===== config.mk =====
export PLATFORM = sky130hd
export DESIGN_NAME = serial_addsub
export DESIGN_NICKNAME = d
export VERILOG_FILES = /design/src/rtl/serial_addsub_pkg.sv /design/src/rtl/serial_addsub_adder.sv /design/src/rtl/serial_addsub.sv
export SDC_FILE = /design/constraint.sdc
export NUM_CORES = 1
export LEC_CHECK = 0
export CELL_PAD_IN_SITES_DETAIL_PLACEMENT = 0
export CELL_PAD_IN_SITES_GLOBAL_PLACEMENT = 1
export CORE_ASPECT_RATIO = 0.75
export CORE_UTILIZATION = 38
export DETAILED_ROUTE_END_ITERATION = 8
export HOLD_SLACK_MARGIN = 0.06
export PLACE_DENSITY_LB_ADDON = 0.1
export SYNTH_ARGS = -nofsm -noshare
export SYNTH_HDL_FRONTEND = slang
export SYNTH_SLANG_ARGS = --single-unit

===== constraint.sdc =====
create_clock -name clk -period 1.8 [get_ports clk]
set_clock_uncertainty 0.2 [all_clocks]
set_input_delay 0.36 -clock clk [delete_from_list [all_inputs] [get_ports clk]]
set_output_delay 0.36 -clock clk [all_outputs]
set_load 0.02 [all_outputs]

===== src/rtl/serial_addsub_pkg.sv =====
// serial_addsub_pkg: FSM state encoding and add/subtract mode constants shared by serial_addsub
package serial_addsub_pkg;
  typedef enum logic [1:0] {S_IDLE = 2'd0, S_RUN = 2'd1, S_DONE = 2'd2} state_t;
  localparam logic MODE_ADD = 1'b0;
  localparam logic MODE_SUB = 1'b1;
endpackage


===== src/rtl/serial_addsub_adder.sv =====
// full_adder / ripple_adder: 1-bit full adder and DIGIT-bit ripple chain (s, cout, c_msb = carry into top bit)
module full_adder (
  input  logic a,
  input  logic b,
  input  logic ci,
  output logic s,
  output logic co
);
  assign s  = a ^ b ^ ci;
  assign co = (a & b) | (ci & (a ^ b));
endmodule

module ripple_adder #(
  parameter int DIGIT = 1
) (
  input  logic [DIGIT-1:0] a,
  input  logic [DIGIT-1:0] b,
  input  logic             cin,
  output logic [DIGIT-1:0] s,
  output logic             cout,
  output logic             c_msb
);
  logic [DIGIT:0] c;
  assign c[0] = cin;
  for (genvar i = 0; i < DIGIT; i++) begin : g_fa
    full_adder u_fa (.a(a[i]), .b(b[i]), .ci(c[i]), .s(s[i]), .co(c[i+1]));
  end
  assign cout  = c[DIGIT];
  assign c_msb = c[DIGIT-1];
endmodule


===== src/rtl/serial_addsub.sv =====
// serial_addsub: DIGIT-bits-per-cycle add/sub; ports clk rst start sub a b cin -> busy done sum cout ovf
module serial_addsub
  import serial_addsub_pkg::*;
#(
  parameter int WIDTH = 8,
  parameter int DIGIT = 1
) (
  input  logic             clk,
  input  logic             rst,
  input  logic             start,
  input  logic             sub,
  input  logic [WIDTH-1:0] a,
  input  logic [WIDTH-1:0] b,
  input  logic             cin,
  output logic             busy,
  output logic             done,
  output logic [WIDTH-1:0] sum,
  output logic             cout,
  output logic             ovf
);
  localparam int N  = WIDTH / DIGIT;
  localparam int CW = N > 1 ? $clog2(N) : 1;
  state_t state_q, state_d;
  logic [WIDTH-1:0] a_q, a_d, b_q, b_d, res_q, res_d, sum_q, sum_d, nres;
  logic [CW-1:0] cnt_q, cnt_d;
  logic c_q, c_d, cout_q, cout_d, ovf_q, ovf_d;
  logic [DIGIT-1:0] dsum;
  logic dco, dcm;
  ripple_adder #(.DIGIT(DIGIT)) u_add (
    .a(a_q[DIGIT-1:0]), .b(b_q[DIGIT-1:0]), .cin(c_q), .s(dsum), .cout(dco), .c_msb(dcm)
  );
  assign nres = (res_q >> DIGIT) | (WIDTH'(dsum) << (WIDTH - DIGIT));
  always_comb begin
    state_d = state_q;
    a_d     = a_q;
    b_d     = b_q;
    c_d     = c_q;
    cnt_d   = cnt_q;
    res_d   = res_q;
    sum_d   = sum_q;
    cout_d  = cout_q;
    ovf_d   = ovf_q;
    if (state_q != S_RUN && start) begin
      state_d = S_RUN;
      a_d     = a;
      b_d     = (sub == MODE_SUB) ? ~b : b;
      c_d     = cin ^ sub;
      cnt_d   = '0;
    end else if (state_q == S_RUN) begin
      a_d   = a_q >> DIGIT;
      b_d   = b_q >> DIGIT;
      c_d   = dco;
      cnt_d = cnt_q + 1'b1;
      res_d = nres;
      if (cnt_q == CW'(N - 1)) begin
        state_d = S_DONE;
        sum_d   = nres;
        cout_d  = dco;
        ovf_d   = dcm ^ dco;
      end
    end else if (state_q == S_DONE) begin
      state_d = S_IDLE;
    end
  end
  always_ff @(posedge clk) begin
    if (rst) begin
      state_q <= S_IDLE;
      a_q     <= '0;
      b_q     <= '0;
      c_q     <= 1'b0;
      cnt_q   <= '0;
      res_q   <= '0;
      sum_q   <= '0;
      cout_q  <= 1'b0;
      ovf_q   <= 1'b0;
    end else begin
      state_q <= state_d;
      a_q     <= a_d;
      b_q     <= b_d;
      c_q     <= c_d;
      cnt_q   <= cnt_d;
      res_q   <= res_d;
      sum_q   <= sum_d;
      cout_q  <= cout_d;
      ovf_q   <= ovf_d;
    end
  end
  assign busy = state_q == S_RUN;
  assign done = state_q == S_DONE;
  assign sum  = sum_q;
  assign cout = cout_q;
  assign ovf  = ovf_q;
endmodule


# [Yosys cells after proc, flatten, opt, wreduce, memory -nomap -nowiden]
# Cells that the tools add are included.
[op_classes] add_sub_neg=1 eq_ne=6 muxes=11 n_bitwise=10 n_reduce_logical=9
[op_table] cell="$mux W8" n=5
[op_table] cell="$not A8 Y8" n=1
[op_table] cell="$or A7 B8 Y8" n=1
[op_table] cell="$mux W2" n=3
[op_table] cell="$reduce_and A2 Y1" n=3
[op_table] cell="$ne A2 B1 Y1 const B" n=2
[op_table] cell="$reduce_bool A2 Y1" n=2
[op_table] cell="$xor A1 B1 Y1" n=4
[op_table] cell="$add A3 B1 Y3 const B" n=1
[op_table] cell="$eq A3 B3 Y1 const B" n=1
[op_table] cell="$mux W1" n=3
[op_table] cell="$ne A3 B1 Y1 const B" n=1
[op_table] cell="$reduce_and A3 Y1" n=1
[op_table] cell="$reduce_bool A3 Y1" n=1
[op_table] cell="$and A1 B1 Y1" n=2
[op_table] cell="$eq A2 B1 Y1 const B" n=1
[op_table] cell="$eq A2 B2 Y1 const B" n=1
[op_table] cell="$reduce_or A2 Y1" n=1
[op_table] cell="$logic_and A1 B1 Y1" n=1
[op_table] cell="$not A1 Y1" n=1
[op_table] cell="$or A1 B1 Y1" n=1
[word_totals] reg_bits=40 input_bits=21 out_inout_bits=12 elab_cells=47

# [Logic depth before layout (Yosys ltp)]
[depth] ltp_word=5 ltp_mapped=7 depth_no_buf=5

# [Modules after synthesis]
# From an unflattened synthesis, not the netlist that was laid out.
[hier_totals] cells_unflattened=194 hier_area_um2=1793.0
[modules_own_cells] module="serial_addsub" instances=1 cells_each=192 area_per_inst_um2=1765.4 seq_area_each_um2=780.7
[modules_own_cells] module="full_adder" instances=1 cells_each=1 area_per_inst_um2=20.0 seq_area_each_um2=0.0
[modules_own_cells] module="ripple_adder" instances=1 cells_each=1 area_per_inst_um2=7.5 seq_area_each_um2=0.0

# [Worst setup path after synthesis]
# OpenSTA, ideal clock, no wires.
[synth_timing] kind="register to register" from="register state_q[1]" to="register b_q[0]" setup_ns=0.060 arrival_ns=1.451 required_ns=1.540 path_slack_ns=0.089 path_stages_with_launch=7 period_less_slack_ns=1.711 cell_sequence="dfxtp_1 inv_1 ha_1 or2_1 buf_4 nor2_2 a221o_1"
[synth_via] word_cells_on_any_way=5 cone_classes="eq/ne (2); mux (1); reduce/logical (2)"
[synth_rtl] item="from (decl)" line_no="serial_addsub.sv:23" text="state_t state_q, state_d;"
[synth_rtl] item="from (signal assigned)" line_no="serial_addsub.sv:77" text="state_q <= state_d;"
[synth_rtl] item="$eq A2 B1 Y1"
[synth_rtl] item="named net busy" line_no="serial_addsub.sv:15" text="output logic busy,"
[synth_rtl] item="$reduce_bool A2 Y1 (no line)"
[synth_rtl] item="to (signal assigned)" line_no="serial_addsub.sv:69" text="b_q <= '0;"
[synth_rtl] item="to (signal assigned)" line_no="serial_addsub.sv:79" text="b_q <= b_d;"
[synth_rtl] item="to (decl)" line_no="serial_addsub.sv:24" text="logic [WIDTH-1:0] a_q, a_d, b_q, b_d, res_q, res_d, sum_q, sum_d, nres;"
# The timed path passes the listed nets, and every way through them passes these cells.
# A chain may end at the register's enable or synchronous reset.

# [Worst setup path after layout]
[layout_timing] from="register state_q[0]" to="output done"
[layout_via] elab_chain_cells=1
[layout_lines] item="$eq A2 B2 Y1" line_no="serial_addsub.sv:89" text="assign done = state_q == S_DONE;"
[layout_lines] item="to (decl)" line_no="serial_addsub.sv:16" text="output logic done,"
# Every way passes these cells.

==> flow_results.org <==
** Outcome
- The run finished with clean final reports.

** Synthesis
- Synthesis inferred 39 register bits.
- The share of synthesized area in the top cell type comes to 0.461.
- After synthesis, the share of flip-flops with an asynchronous set or reset is 0.
- Count of warnings emitted by yosys :: 0
- By area the synthesized netlist is led by sky130_fd_sc_hd__dfxtp_1 46%, sky130_fd_sc_hd__mux2i_1 10%, sky130_fd_sc_hd__nor2_1 5.8%.
- When the netlist entered floorplanning its net count stood at 206.
- Most instantiated cells after synthesis :: 39 x sky130_fd_sc_hd__dfxtp_1, 26 x sky130_fd_sc_hd__nor2_1, 20 x sky130_fd_sc_hd__nand2_1, 17 x sky130_fd_sc_hd__mux2i_1
- Instance count of the mapped netlist :: 178
- A synthesized cell averages 9.51 um2.
- Primary FF master, synth :: sky130_fd_sc_hd__dfxtp_1
- Cell type contributing the most total cell area after synthesis :: sky130_fd_sc_hd__dfxtp_1
- Count leader, synth :: sky130_fd_sc_hd__dfxtp_1
- Number of enable-type register cells in the synthesized netlist :: 0
- Cell area after synthesis :: 0.00169 mm2
- Seq/Total Area, Yosys :: 0.461
- Counting distinct cell types in the post-synthesis netlist gives 27.

** Global routing
- Wire length of the first global-routing pass :: 6120 um
- Vias in the first global route :: 1368
- The initial antenna violation count was 0.
- For this run, the total global-route usage over all layers was measured as 0.173.
- Largest net degree at the start of global routing :: 30
- Global-route congestion overflow total :: 0

** Worst setup path
- Kind of end point of the critical path :: output pin
- The startpoint identified for the worst register-to-register timing path is state_q[1].
- Type of the worst setup path :: reg -> out
- At the worst endpoint, the required time is 1.24 ns.
- Largest fanout on the critical path :: 5
- Launching element type of the critical path :: flop
- At the worst endpoint, the arrival time is 1.19 ns.
- On the critical path, the stage with the largest delay is an instance of sky130_fd_sc_hd__dfxtp_4.
- Cells along the critical path :: inv_1 -> ha_1 -> clkdlybuf4s15_2
- In this run the worst setup path begins at state_q[0].
- CP peak stage delay :: 0.37 ns

** Placement
- At the end of routability-driven placement, the weighted congestion stood at 0.760.
- HPWL reported at the end of detailed placement :: 2470 um
- Count of port buffers added during placement :: 32
- After detailed placement, the total cell area comes to 0.00212 mm2.
- Minimum setup slack after placement :: -0.254 ns
- After detailed placement, the design holds a cell count of 266.

** Timing
- Portion of the clock cycle consumed by the worst path in the final layout :: 0.971
- The worst path meets setup with 0.0524 ns of slack.
- Max-Slew Margin vs Limit :: 0.753
- Timing would allow up to 0.572 GHz.
- The final hold violation count was 0.
- Final setup violation count :: 0
- Slew @ Worst Pin :: 0.361 ns
- The tightest hold path in the finished design has a slack of 0.254 ns.
- Final Max Tran Viols :: 0
- The worst path in the final design needs a cycle of 1.75 ns, including I/O delays and setup.
- Total negative slack for setup checks :: 0 ns

** Floorplanning
- Die Wd :: 79.1 um
- Core Footprint :: 0.00415 mm2
- Initial cell density of the core :: 0.408
- The die is 59.8 um tall.
- The floorplan step defined a die boundary enclosing 0.00473 mm2.
- IO Count :: 33
- The floorplan has 20 rows.

** Detailed routing
- Remaining number of nets flagged by the antenna check after routing :: 0
- DRC violations left :: 0
- The first TritonRoute pass finished after 4 iterations.
- Wires add up to 3350 um.
- Dividing the detail-routed wire length by the instance count gives 12.2 um.
- After detailed routing, the number of vias per cell comes to 4.88.
- Vias post-DR :: 1341
- DRC marker count from the first detailed-route iteration :: 55

** Clocking
- Clock-pin slew was measured on the worst setup and hold paths at 0.08 ns.
- Count of buffers added by post-CTS timing repair for setup :: 0
- Clock buffer count from CTS :: 5
- The tree is rooted in a sky130_fd_sc_hd__clkbuf_8.
- At the later pin of the worst-skew pair, clock insertion delay measures 0.29 ns.
- Sink count of the clock tree :: 39
- No sink is reached through more buffers than the 2 on the longest clock path.
- Clock tree from TritonCTS :: yes
- The H-tree was split into 2 levels.

** Pwr
- Static Leakage :: 0.957 nW
- Power density of the placed cells :: 881 mW/mm2
- After layout, the design draws a total of 1.99 mW.
- Worst IR Drop VDD :: 510 uV

** Finish
- Summing all multi-input logic gate instances after layout gives 842 um2.
- The finished layout holds 275 standard cells, fillers aside.
- At the end of the flow the core is filled with cells to 0.544.
- Share of layout cells above drive strength 1 :: 0.145
- From synthesis to final layout, the design area changed by 33.4%.
- The finished cells cover 0.00226 mm2.
- The filler cells instantiated in the layout total 411.
- Reg area :: 786 um2
- At the end of the flow, the number of nets in the layout was 247.
- The repair_antennas step left the layout with diodes totalling 0.

** Job
- Across the run, the number of max-cap violations was 0.

** Worst hold path
- Kind of path behind the tightest hold check :: reg -> reg
- Startpoint of the tightest hold check path :: sum[3]
[layout by cell type, fill, tap and decap left out, types with 2 or more instances in the layout]
| master | count |
|---|---|
| sky130_fd_sc_hd__a211oi_1 | 8 |
| sky130_fd_sc_hd__a21oi_1 | 11 |
| sky130_fd_sc_hd__a221o_1 | 8 |
| sky130_fd_sc_hd__buf_4 | 10 |
| sky130_fd_sc_hd__buf_6 | 2 |
| sky130_fd_sc_hd__clkbuf_8 | 5 |
| sky130_fd_sc_hd__clkdlybuf4s50_1 | 20 |
| sky130_fd_sc_hd__dfxtp_1 | 37 |
| sky130_fd_sc_hd__dlygate4sd2_1 | 8 |
| sky130_fd_sc_hd__dlymetal6s2s_1 | 2 |
| sky130_fd_sc_hd__ha_1 | 6 |
| sky130_fd_sc_hd__inv_1 | 4 |
| sky130_fd_sc_hd__mux2i_1 | 17 |
| sky130_fd_sc_hd__nand2_1 | 19 |
| sky130_fd_sc_hd__nor2_1 | 25 |
| sky130_fd_sc_hd__nor2_2 | 2 |
| sky130_fd_sc_hd__nor3_1 | 3 |
| sky130_fd_sc_hd__xnor2_1 | 11 |
[per-layer routing]
layer / up-vias / GRT usage / wire length (um)
met5: - / 0 / 0
met4: 0 / 0.0935 / 70
met3: 8 / 0.0458 / 141
met2: 26 / 0.291 / 1520
met1: 614 / 0.206 / 1620
li1: 693 / - / -
[path summary, 6_finish.rpt]
kind                            cells past startpoint  slack (ns)  endpoint
worst min register to register                      2        0.25    sum[3]
worst min-delay path                                2        0.25    sum[3]
worst max-delay path                                3        0.05      done
worst max register to register                      7        0.10    b_q[4]
[sequential cells by signal (all words and copies together) (netlist names)]
name,cells
res_q,7
a_q,8
c_q,1
cout,1
state_q,2
ovf,1
b_q,8
cnt_q,3
sum,8
[critical path: cells and delay by family (launching register included)]
family                     cells  cell delay, ns
adders and majority gates      1            0.22
buffers and inverters          2            0.30
DFF                            1            0.37
[repair_timing]
item	CTS	global route
gates cloned	0	1
endpoints found under the hold margin	0	0
hold buffers	0	0
gates resized for setup	14	12
setup endpoints to repair	10	29
[power by group]
part	switching (mW)	total [mW]	internal, mW	leakage, nW
Combinational	0.141	0.314	0.173	0.580
Sequential	0.0317	0.942	0.910	0.319
Clock	0.321	0.734	0.413	0.0581
Total	0.494	1.99	1.50	0.957
[final cells by class]
type	count	share of cell area
clock inverters	3	0.0194
multi-input cells	123	0.373
clock buffers	5	0.0305
well taps	55	0.0305
flip-flops and latches	39	0.348
inverters	4	0.00665
repair buffers	46	0.192
[kinds of logic (layout without fill, tap and decap cells)]
group,after synthesis,count (layout),share of synthesized area
adders and majority gates,7,7,0.0562
muxes,17,17,0.101
buffers and inverters,16,58,0.0488
xor gates and xnor gates,11,11,0.0569
DFF,39,39,0.461
AOI/OAI and AO/OA,31,31,0.134
and+or+nand+nor,57,57,0.143
Note: power is estimated with default switching activity, not from simulation.
